**config.mk**
```make
export PLATFORM = sky130hd
export DESIGN_NAME = seven_seg_scan_sched
export DESIGN_NICKNAME = d
export VERILOG_FILES = /design/src/rtl/seven_seg_scan_sched.sv
export SDC_FILE = /design/constraint.sdc
export NUM_CORES = 1
export LEC_CHECK = 0
export ABC_AREA = 1
export CORE_MARGIN = 10
export CORE_UTILIZATION = 50
export CTS_CLUSTER_SIZE = 12
export DETAILED_ROUTE_END_ITERATION = 6
export DONT_BUFFER_PORTS = 1
export PLACE_DENSITY = 0.62
export SYNTH_ARGS = -nofsm -noshare
export SYNTH_HDL_FRONTEND = slang
export SYNTH_SLANG_ARGS = --single-unit
export TNS_END_PERCENT = 10
```
**constraint.sdc**
```tcl
create_clock -name clk -period 2.2 [get_ports clk]
set_input_delay 0.22 -clock clk [delete_from_list [all_inputs] [get_ports clk]]
set_output_delay 0.22 -clock clk [all_outputs]
set_load 0.005 [all_outputs]
```
**src/rtl/seven_seg_scan_sched.sv**
```systemverilog
// Eight-digit multiplexed seven-segment scan scheduler with a shared frame buffer and an A/B write arbiter.
// Optional lamp test (forces glyph 8) is enabled by defining SEVEN_SEG_LAMP_TEST_EN.
module seven_seg_scan_sched #(
    parameter int CLK_DIV    = 50000,
    parameter int BLANK_CYC  = 16,
    parameter int STARVE_MAX = 2
) (
    input  logic       clk,
    input  logic       reset_n,
    input  logic       enable,
    input  logic       a_wr,
    input  logic [2:0] a_idx,
    input  logic [3:0] a_data,
    output logic       a_ack,
    input  logic       b_wr,
    input  logic [2:0] b_idx,
    input  logic [3:0] b_data,
    output logic       b_ack,
`ifdef SEVEN_SEG_LAMP_TEST_EN
    input  logic       lamp_test,
`endif
    output logic [3:0] data_out,
    output logic [7:0] display_column,
    output logic       frame_sync,
    output logic [1:0] state_dbg
);

    typedef enum logic [1:0] {S_IDLE = 2'd0, S_BLANK = 2'd1, S_DRIVE = 2'd2} state_t;

    localparam logic [15:0] BLANK_LAST = 16'(BLANK_CYC - 1);
    localparam logic [15:0] SLOT_LAST  = 16'(CLK_DIV - 1);
    localparam logic [2:0]  STARVE_LIM = 3'(STARVE_MAX);
    localparam logic [3:0]  GLYPH_BLANK = 4'hA;

    state_t          state_q, state_d;
    logic [15:0]     cnt_q, cnt_d;
    logic [2:0]      digit_q, digit_d;
    logic [3:0]      data_out_q, data_out_d;
    logic            frame_sync_q, frame_sync_d;
    logic [7:0][3:0] buf_q, buf_d;
    logic [2:0]      starve_q, starve_d;
    logic            a_ack_q, a_ack_d;
    logic            b_ack_q, b_ack_d;
    logic            load_digit;
    logic            grant_a, grant_b;
    logic            lamp_on;

    // State register
    always_ff @(posedge clk or negedge reset_n) begin
        if (!reset_n) state_q <= S_IDLE;
        else          state_q <= state_d;
    end

    // Datapath registers
    always_ff @(posedge clk or negedge reset_n) begin
        if (!reset_n) begin
            cnt_q        <= '0;
            digit_q      <= '0;
            data_out_q   <= GLYPH_BLANK;
            frame_sync_q <= 1'b0;
            buf_q        <= {8{GLYPH_BLANK}};
            starve_q     <= '0;
            a_ack_q      <= 1'b0;
            b_ack_q      <= 1'b0;
        end else begin
            cnt_q        <= cnt_d;
            digit_q      <= digit_d;
            data_out_q   <= data_out_d;
            frame_sync_q <= frame_sync_d;
            buf_q        <= buf_d;
            starve_q     <= starve_d;
            a_ack_q      <= a_ack_d;
            b_ack_q      <= b_ack_d;
        end
    end

    // Next-state: BLANK covers slot counts 0..BLANK_CYC-1, DRIVE the rest of the slot
    always_comb begin
        state_d      = state_q;
        cnt_d        = cnt_q;
        digit_d      = digit_q;
        load_digit   = 1'b0;
        frame_sync_d = 1'b0;
        if (!enable) begin
            state_d = S_IDLE;
            cnt_d   = '0;
            digit_d = '0;
        end else begin
            case (state_q)
                S_IDLE: begin
                    state_d    = S_BLANK;
                    cnt_d      = '0;
                    digit_d    = '0;
                    load_digit = 1'b1;
                end
                S_BLANK: begin
                    cnt_d = cnt_q + 16'd1;
                    if (cnt_q == BLANK_LAST) begin
                        state_d      = S_DRIVE;
                        frame_sync_d = (digit_q == 3'd0);
                    end
                end
                S_DRIVE: begin
                    if (cnt_q == SLOT_LAST) begin
                        state_d    = S_BLANK;
                        cnt_d      = '0;
                        digit_d    = digit_q + 3'd1;
                        load_digit = 1'b1;
                    end else begin
                        cnt_d = cnt_q + 16'd1;
                    end
                end
                default: begin
                    state_d = S_IDLE;
                    cnt_d   = '0;
                    digit_d = '0;
                end
            endcase
        end
    end

    // Digit code is latched only at BLANK entry, so writes never reach the slot already scheduled
    always_comb begin
        data_out_d = data_out_q;
        if (state_d == S_IDLE) data_out_d = GLYPH_BLANK;
        else if (load_digit)   data_out_d = buf_q[digit_d];
    end

    // Arbiter: A wins unless B has waited through STARVE_MAX consecutive A grants
    always_comb begin
        grant_b  = b_wr && (!a_wr || (starve_q >= STARVE_LIM));
        grant_a  = a_wr && !grant_b;
        buf_d    = buf_q;
        starve_d = starve_q;
        if (grant_a)      buf_d[a_idx] = a_data;
        else if (grant_b) buf_d[b_idx] = b_data;
        if (!b_wr || grant_b)               starve_d = '0;
        else if (grant_a && starve_q != 3'd7) starve_d = starve_q + 3'd1;
        a_ack_d = grant_a;
        b_ack_d = grant_b;
    end

`ifdef SEVEN_SEG_LAMP_TEST_EN
    logic lamp_hold_q, lamp_hold_d;

    // Holds the override after release until the next digit load
    always_comb begin
        lamp_hold_d = lamp_hold_q;
        if (lamp_test)       lamp_hold_d = 1'b1;
        else if (load_digit) lamp_hold_d = 1'b0;
    end

    always_ff @(posedge clk or negedge reset_n) begin
        if (!reset_n) lamp_hold_q <= 1'b0;
        else          lamp_hold_q <= lamp_hold_d;
    end

    assign lamp_on = lamp_test | lamp_hold_q;
`else
    assign lamp_on = 1'b0;
`endif

    // Outputs
    always_comb begin
        display_column = 8'hFF;
        data_out       = GLYPH_BLANK;
        if (state_q == S_DRIVE) display_column = ~(8'b1 << digit_q);
        if (state_q != S_IDLE)  data_out = lamp_on ? 4'h8 : data_out_q;
    end

    assign a_ack      = a_ack_q;
    assign b_ack      = b_ack_q;
    assign frame_sync = frame_sync_q;
    assign state_dbg  = state_q;

endmodule

```
==> flow_metrics.py, run 1 <==
metrics = {
    "grt": {
        "grt_antenna_before_repair": 0,
        "first_global_vias": 3211,
        "grt_usage": 0.1738,
        "grt_pass1_wl_um": 15970,
        "grt_max_degree": 64,
        "overflow": 0,
    },
    "cts": {
        "clk_pin_slew_ns": 0.07,
        "numCtsBuffers": 9,
        "h-tree-depth": 3,
        "cts_setup_buffers": 0,
        "root_buffer": "clkbuf_8",
        "cts.sinks": 63,
        "clock_tree.buffer_depth": 2,
        "cts_tree": "done",
        "clk_latency_ns": 0.34,
    },
    "logic_synthesis": {
        "yosysTopAreaCell": "dfrtp_1",
        "yosys-top-cells-count": "nand2_1, inv_1, nand3_1, dfrtp_1, nor2_1",
        "async_reset_ff_frac": 1.000,
        "synth_seq_area_share": 0.4299,
        "synth-edff-count": 0,
        "yosys_warnings": 0,
        "synth_top_area_frac": 0.3027,
        "synth.distinct_cells": 42,
        "yosys-top-cells-area": "dfrtp_1, dfstp_2, nand3_1",
        "syn_nets": 507,
        "avgSynthCellArea_um2": 7.831,
        "synth.most_common_cell": "nand2_1",
        "synthFlopType": "dfrtp_1",
        "synth-seq-cells": 63,
        "syn_inst": 475,
        "syn_area_mm2": 0.003720,
    },
    "critical_path": {
        "end_kind": "flip-flop",
        "r2r_cells": 13,
        "reg2reg_to": "data_out_q[3]",
        "cp.arrival_ns": 2.28,
        "timing.rr.start": "cnt_q[0]",
        "path_class": "flip-flop to flip-flop",
        "required_ns": 2.47,
        "r2r_slack_ns": 0.20,
        "start_kind": "flip-flop",
        "crit_fanout": 6,
    },
    "sta": {
        "max_slew.worst_pin.slew_ns": 0.5802,
        "fin_skew_ns": 0.006338,
        "slew_violations": 0,
        "fin_crit_ns": 2.002,
        "fmax_mhz": 499.5,
        "rsz0062_at_grt": "yes",
        "fin_crit_sh": 0.9101,
        "finalSetupViolations": 0,
        "hold_viol": 0,
        "whs_ns": 0.01530,
        "slew_headroom": 0.6102,
    },
    "hold_path": {
        "worstHoldPathCells": 2,
        "min_to": "buf_q[2]",
        "hp-start": "b_data[2]",
        "hold_path.class": "input port to flip-flop",
    },
    "route": {
        "viasPerCell": 5.539,
        "drtAntennaViolNets": 0,
        "avgRoutedWirePerCell_um": 16.01,
        "routed_wl_um": 9523,
        "drc_errors": 0,
        "dr.pass1.iters": 5,
        "drtIter0Drc": 179,
        "via_count": 3296,
    },
    "power": {
        "power_w": 0.002630,
        "power-per-cell-area_mw_per_mm2": 637.0,
        "leakage_nw": 1.887,
        "ir_worst_vdd_mv": 0.3154,
    },
    "place": {
        "gp_congestion": 0.9140,
        "port_buffers": 0,
        "dp_hpwl_um": 7228,
    },
    "die": {
        "rows": 31,
        "core_mm2": 0.007253,
        "design.die.area_mm2": 0.01129,
        "die_w_um": 106.3,
        "start_util": 0.5129,
        "die_y_um": 106.3,
        "ios": 36,
    },
    "layout": {
        "n_antenna_cell": 0,
        "drive_above_1_share": 0.1310,
        "n_fill_cell": 703,
        "multi_input_area_mm2": 0.001823,
        "fin_util": 0.5693,
        "area_growth_pct": 11.00,
        "final_nets": 523,
        "seqCellArea_mm2": 0.001599,
    },
    "status": {
        "outcome": "complete, no violations",
    },
    "run": {
        "cap_violations": 0,
    },
}
[state kept, by name, summed over array words and instances, names as in the netlist]
| name | cells |
|---|---|
| buf_q | 32 |
| data_out_q | 4 |
| b_ack | 1 |
| a_ack | 1 |
| frame_sync | 1 |
| state_dbg | 2 |
| starve_q | 3 |
| cnt_q | 16 |
| digit_q | 3 |
[placed cells by master, fill, tap and decap left out, types with 13 or more instances in the layout]
master / synthesis / layout
nand2_1: 84 / 84
inv_1: 78 / 77
nand3_1: 64 / 64
dfrtp_1: 45 / 45
nor2_1: 43 / 43
dfstp_2: 18 / 18
nor3_1: 19 / 17
o21ai_0: 16 / 16
a21oi_1: 14 / 13
ha_1: 13 / 13
[power by group]
part	leakage, nW	switching (W)	internal (W)
Sequential	0.790	0.0000561	0.00130
Clock	0.0894	0.000452	0.000468
Combinational	1.01	0.000228	0.000126
Total	1.89	0.000736	0.00189
[how the worst max path moves through the flow]
stage | endpoint | startpoint | depth (start not counted) | slack (ns)
2_1_floorplan | data_out_q[2] | state_dbg[0] | 12 | 0.32
4_1_cts | buf_q[8] | starve_q[1] | 9 | 0.11
3_5_place_dp | buf_q[19] | starve_q[1] | 8 | 0.17
3_3_place_gp | buf_q[19] | starve_q[1] | 8 | 0.17
5_1_grt | buf_q[6] | starve_q[1] | 8 | -0.01
6_report | data_out_q[3] | cnt_q[0] | 13 | 0.20
[layout make-up]
| type | instances | area share |
|---|---|---|
| Timing Repair Buffer | 10 | 0.02424 |
| Clock inverter | 3 | 0.004242 |
| Inverter | 81 | 0.07424 |
| Clock buffer | 13 | 0.03848 |
| Multi-Input combinational cell | 326 | 0.4415 |
| Tap cell | 99 | 0.03000 |
| Sequential cell | 63 | 0.3873 |
[worst max-delay path: stages, from the launching register on]
cell     delay, ns
dfrtp_1       0.40
ha_1          0.24
nand3_2       0.13
nor2_1        0.06
nand2_1       0.09
nand2_1       0.11
nand2_1       0.12
nand2_1       0.09
o21ai_2       0.29
inv_1         0.15
nand3_1       0.12
nand3_1       0.07
nand2_1       0.06
inv_1         0.03
[cells by family (layout without fill, tap and decap cells)]
group,after synthesis,after routing,share of synthesized area
xor+xnor,5,5,0.01177
flops,63,63,0.4299
simple gates,237,237,0.2953
buf+inv,86,107,0.09014
compound gates,69,69,0.1231
mux,2,2,0.006054
fa+ha+maj,13,13,0.04373
[per-layer routing]
layer / share of wire / GRT usage / vias up
li1: - / - / 1622
met5: 0 / 0 / -
met4: 0.034 / 0.08511 / 0
met1: 0.45 / 0.2237 / 1528
met3: 0.081 / 0.05737 / 25
met2: 0.44 / 0.2566 / 121
[per-stage QoR]
stage               std cells  setup slack, ns  setup TNS (ns)  cell area, um^2
floorplan                 475           0.3151               0             3720
global placement          576           0.1652               0             3865
detailed placement        576           0.1659               0             3865
CTS                       595           0.1125               0             4089
global route              595         -0.01309        -0.01362             4129
finish                    595           0.1979               0             4129
[repair_timing]
item                                    in CTS  in global routing
resized for setup                            0                  9
endpoints found under the setup margin       0                 17
endpoints found under the hold margin       64                  0
hold buffers                                 3                  0
No activity file was read; power rests on OpenSTA's default activity.
==> inputs of run 2 (changes only) <==
CORE_UTILIZATION = 45   (was 50)
GPL_TIMING_DRIVEN = 0   (was not set)
PLACE_DENSITY = 0.57   (was 0.62)
==> run 2 against run 1 <==
Worst setup slack got worse by 0.089 ns. First-iteration DRC count fell by 37%. Largest cell class unchanged. Total power rose by 1.3%. Critical endpoint is now buf_q[17]. Non-clock buffer count did not move. Register-to-register slack got worse by 0.09 ns.
==> flow_metrics.py, run 2 (synthesis gave the netlist of run 1 again) <==
metrics = {
    "power": {
        "power_frac_clock": 0.364,
        "leakage_nw": 1.884,
        "p_comb_frac": 0.129,
        "switching_share": 0.2775,
        "intPower_w": 0.001926,
        "power-per-cell-area_mw_per_mm2": 639.5,
        "pwr-share-seq": 0.507,
        "ir_worst_vdd_mv": 0.3065,
        "p_sw_w": 0.0007395,
    },
    "route": {
        "routed-wl-met2_um": 4246,
        "routed.top_layer": "met4",
        "drtIter0Drc": 113,
        "drtAntennaViolNets": 0,
        "routed_wl_um": 9481,
        "wirelength_met1_um": 4399,
        "avgRoutedWirePerCell_um": 15.78,
        "dr.pass1.iters": 4,
        "viasPerCell": 5.373,
        "drc_errors": 0,
        "via_count": 3229,
        "met3_length_um": 700,
    },
    "layout": {
        "reg_top3": "buf_q (32), cnt_q (16), data_out_q (4)",
        "drive_above_1_share": 0.1371,
        "final_common_cell": "nand2_1",
        "largest_reg_flops": 32,
        "regMostFlops": "buf_q",
        "final_nets": 523,
        "area_growth_pct": 12.04,
        "n_antenna_cell": 0,
        "fin_util": 0.5124,
        "layout_common_cells": "nand2_1, inv_1, nand3_1",
        "n_fill_cell": 804,
    },
    "sta": {
        "fin_skew_ns": 0.01091,
        "fmax_mhz": 478.1,
        "fin_crit_sh": 0.9507,
        "fin_crit_ns": 2.092,
        "finalSetupViolations": 0,
        "slew_violations": 0,
        "slew_headroom": 0.6161,
        "whs_ns": 0.008753,
        "max_slew.worst_pin.slew_ns": 0.5715,
        "hold_viol": 0,
        "rsz0062_at_grt": "yes",
    },
    "critical_path": {
        "r2r_slack_ns": 0.11,
        "path_class": "flip-flop to flip-flop",
        "start_kind": "flip-flop",
        "critPathSlowestCell": "dfrtp_1",
        "crit_chain": "nor2_1 -> nand2_1 -> nand2_1 -> nand2_2 -> inv_2 -> nand2_1 -> a21oi_4 -> mux2_2",
        "crit_fanout": 10,
        "end_kind": "flip-flop",
        "required_ns": 2.47,
        "r2r_cells": 8,
        "timing.rr.start": "starve_q[1]",
        "cp.arrival_ns": 2.36,
        "cpPeakStageDelay_ns": 0.38,
        "reg2reg_to": "buf_q[17]",
        "cpMostUsedCell": "nand2_1",
    },
    "die": {
        "rows": 33,
        "die_y_um": 110.9,
        "design.die.area_mm2": 0.01230,
        "core_mm2": 0.008134,
        "start_util": 0.4573,
        "ios": 36,
        "die_w_um": 110.9,
    },
    "cts": {
        "cts_tree": "done",
        "clk_latency_ns": 0.35,
        "root_buffer": "clkbuf_8",
        "clk_pin_slew_ns": 0.07,
        "cts.sinks": 63,
        "clock_tree.buffer_depth": 2,
        "numCtsBuffers": 9,
        "h-tree-depth": 3,
    },
    "hold_path": {
        "min_to": "buf_q[31]",
        "hold_path.class": "input port to flip-flop",
        "hp-start": "a_data[3]",
        "worstHoldPathCells": 2,
    },
    "grt": {
        "first_global_vias": 3128,
        "grt_usage": 0.1534,
        "grt_pass1_wl_um": 15700,
        "grt_max_degree": 64,
        "overflow": 0,
        "grt_antenna_before_repair": 0,
    },
    "place": {
        "port_buffers": 0,
        "dp_hpwl_um": 7137,
        "gp_congestion": 0.8271,
    },
    "run": {
        "cap_violations": 0,
    },
    "status": {
        "outcome": "complete, no violations",
    },
}
-- run 2: worst max-delay path by stage --
stage | end | from
finish | buf_q[17] | starve_q[1]
floorplan | data_out_q[2] | state_dbg[0]
CTS | data_out_q[2] | state_dbg[0]
global route | buf_q[17] | starve_q[1]
detailed placement | data_out_q[2] | state_dbg[0]
global placement | data_out_q[2] | state_dbg[0]
-- run 2: power groups by stage --
stage                     registers (W)  logic, W  clock network (W)
final                           0.00135  0.000343           0.000971
after global routing            0.00136  0.000399            0.00106
after floorplan                 0.00135  0.000240                  0
after detailed placement        0.00137  0.000305                  0
after CTS                       0.00135  0.000342            0.00100
after global placement          0.00137  0.000303                  0
-- run 2: timing repair --
action	in CTS	in global routing
hold endpoints to repair	65	0
pin swaps	0	3
gates resized for setup	3	15
setup buffers	0	1
hold buffers	4	0
setup endpoints to repair	4	25
-- run 2: cell type report --
cell class                      count  area (um^2)  area share
Multi-Input combinational cell    326         1838      0.4410
Sequential cell                    63         1600      0.3840
Inverter                           81        304.0     0.07295
Clock buffer                       12        165.2     0.03963
Tap cell                          105        131.4     0.03152
Timing Repair Buffer                5        65.06     0.01561
Buffer                              5        35.03    0.008406
Clock inverter                      4        28.78    0.006905
-- run 2: layer usage --
| layer | vias up | global-route usage |
|---|---|---|
| met4 | 0 | 0.04948 |
| li1 | 1623 | - |
| met1 | 1515 | 0.1966 |
| met5 | - | 0 |
| met3 | 15 | 0.05628 |
| met2 | 76 | 0.2331 |
-- run 2: per-stage QoR --
step | std cells | setup slack, ns | total power (W) | setup TNS [ns] | cell area, um^2
after detailed placement | 580 | -0.1598 | 0.001676 | -0.5662 | 3851
after floorplan | 475 | 0.3151 | 0.001590 | 0 | 3720
final | 601 | 0.1085 | 0.002665 | 0 | 4168
after global routing | 601 | -0.08754 | 0.002818 | -0.3590 | 4168
after global placement | 580 | -0.1289 | 0.001673 | -0.3859 | 3851
after CTS | 600 | 0.02309 | 0.002692 | 0 | 4111
-- run 2: critical path: cells and delay by family (launching register included) --
family          cells  cell delay (ns)
simple gates        5             0.79
flops               1             0.38
compound gates      1             0.27
buf+inv             1             0.20
mux                 1             0.36
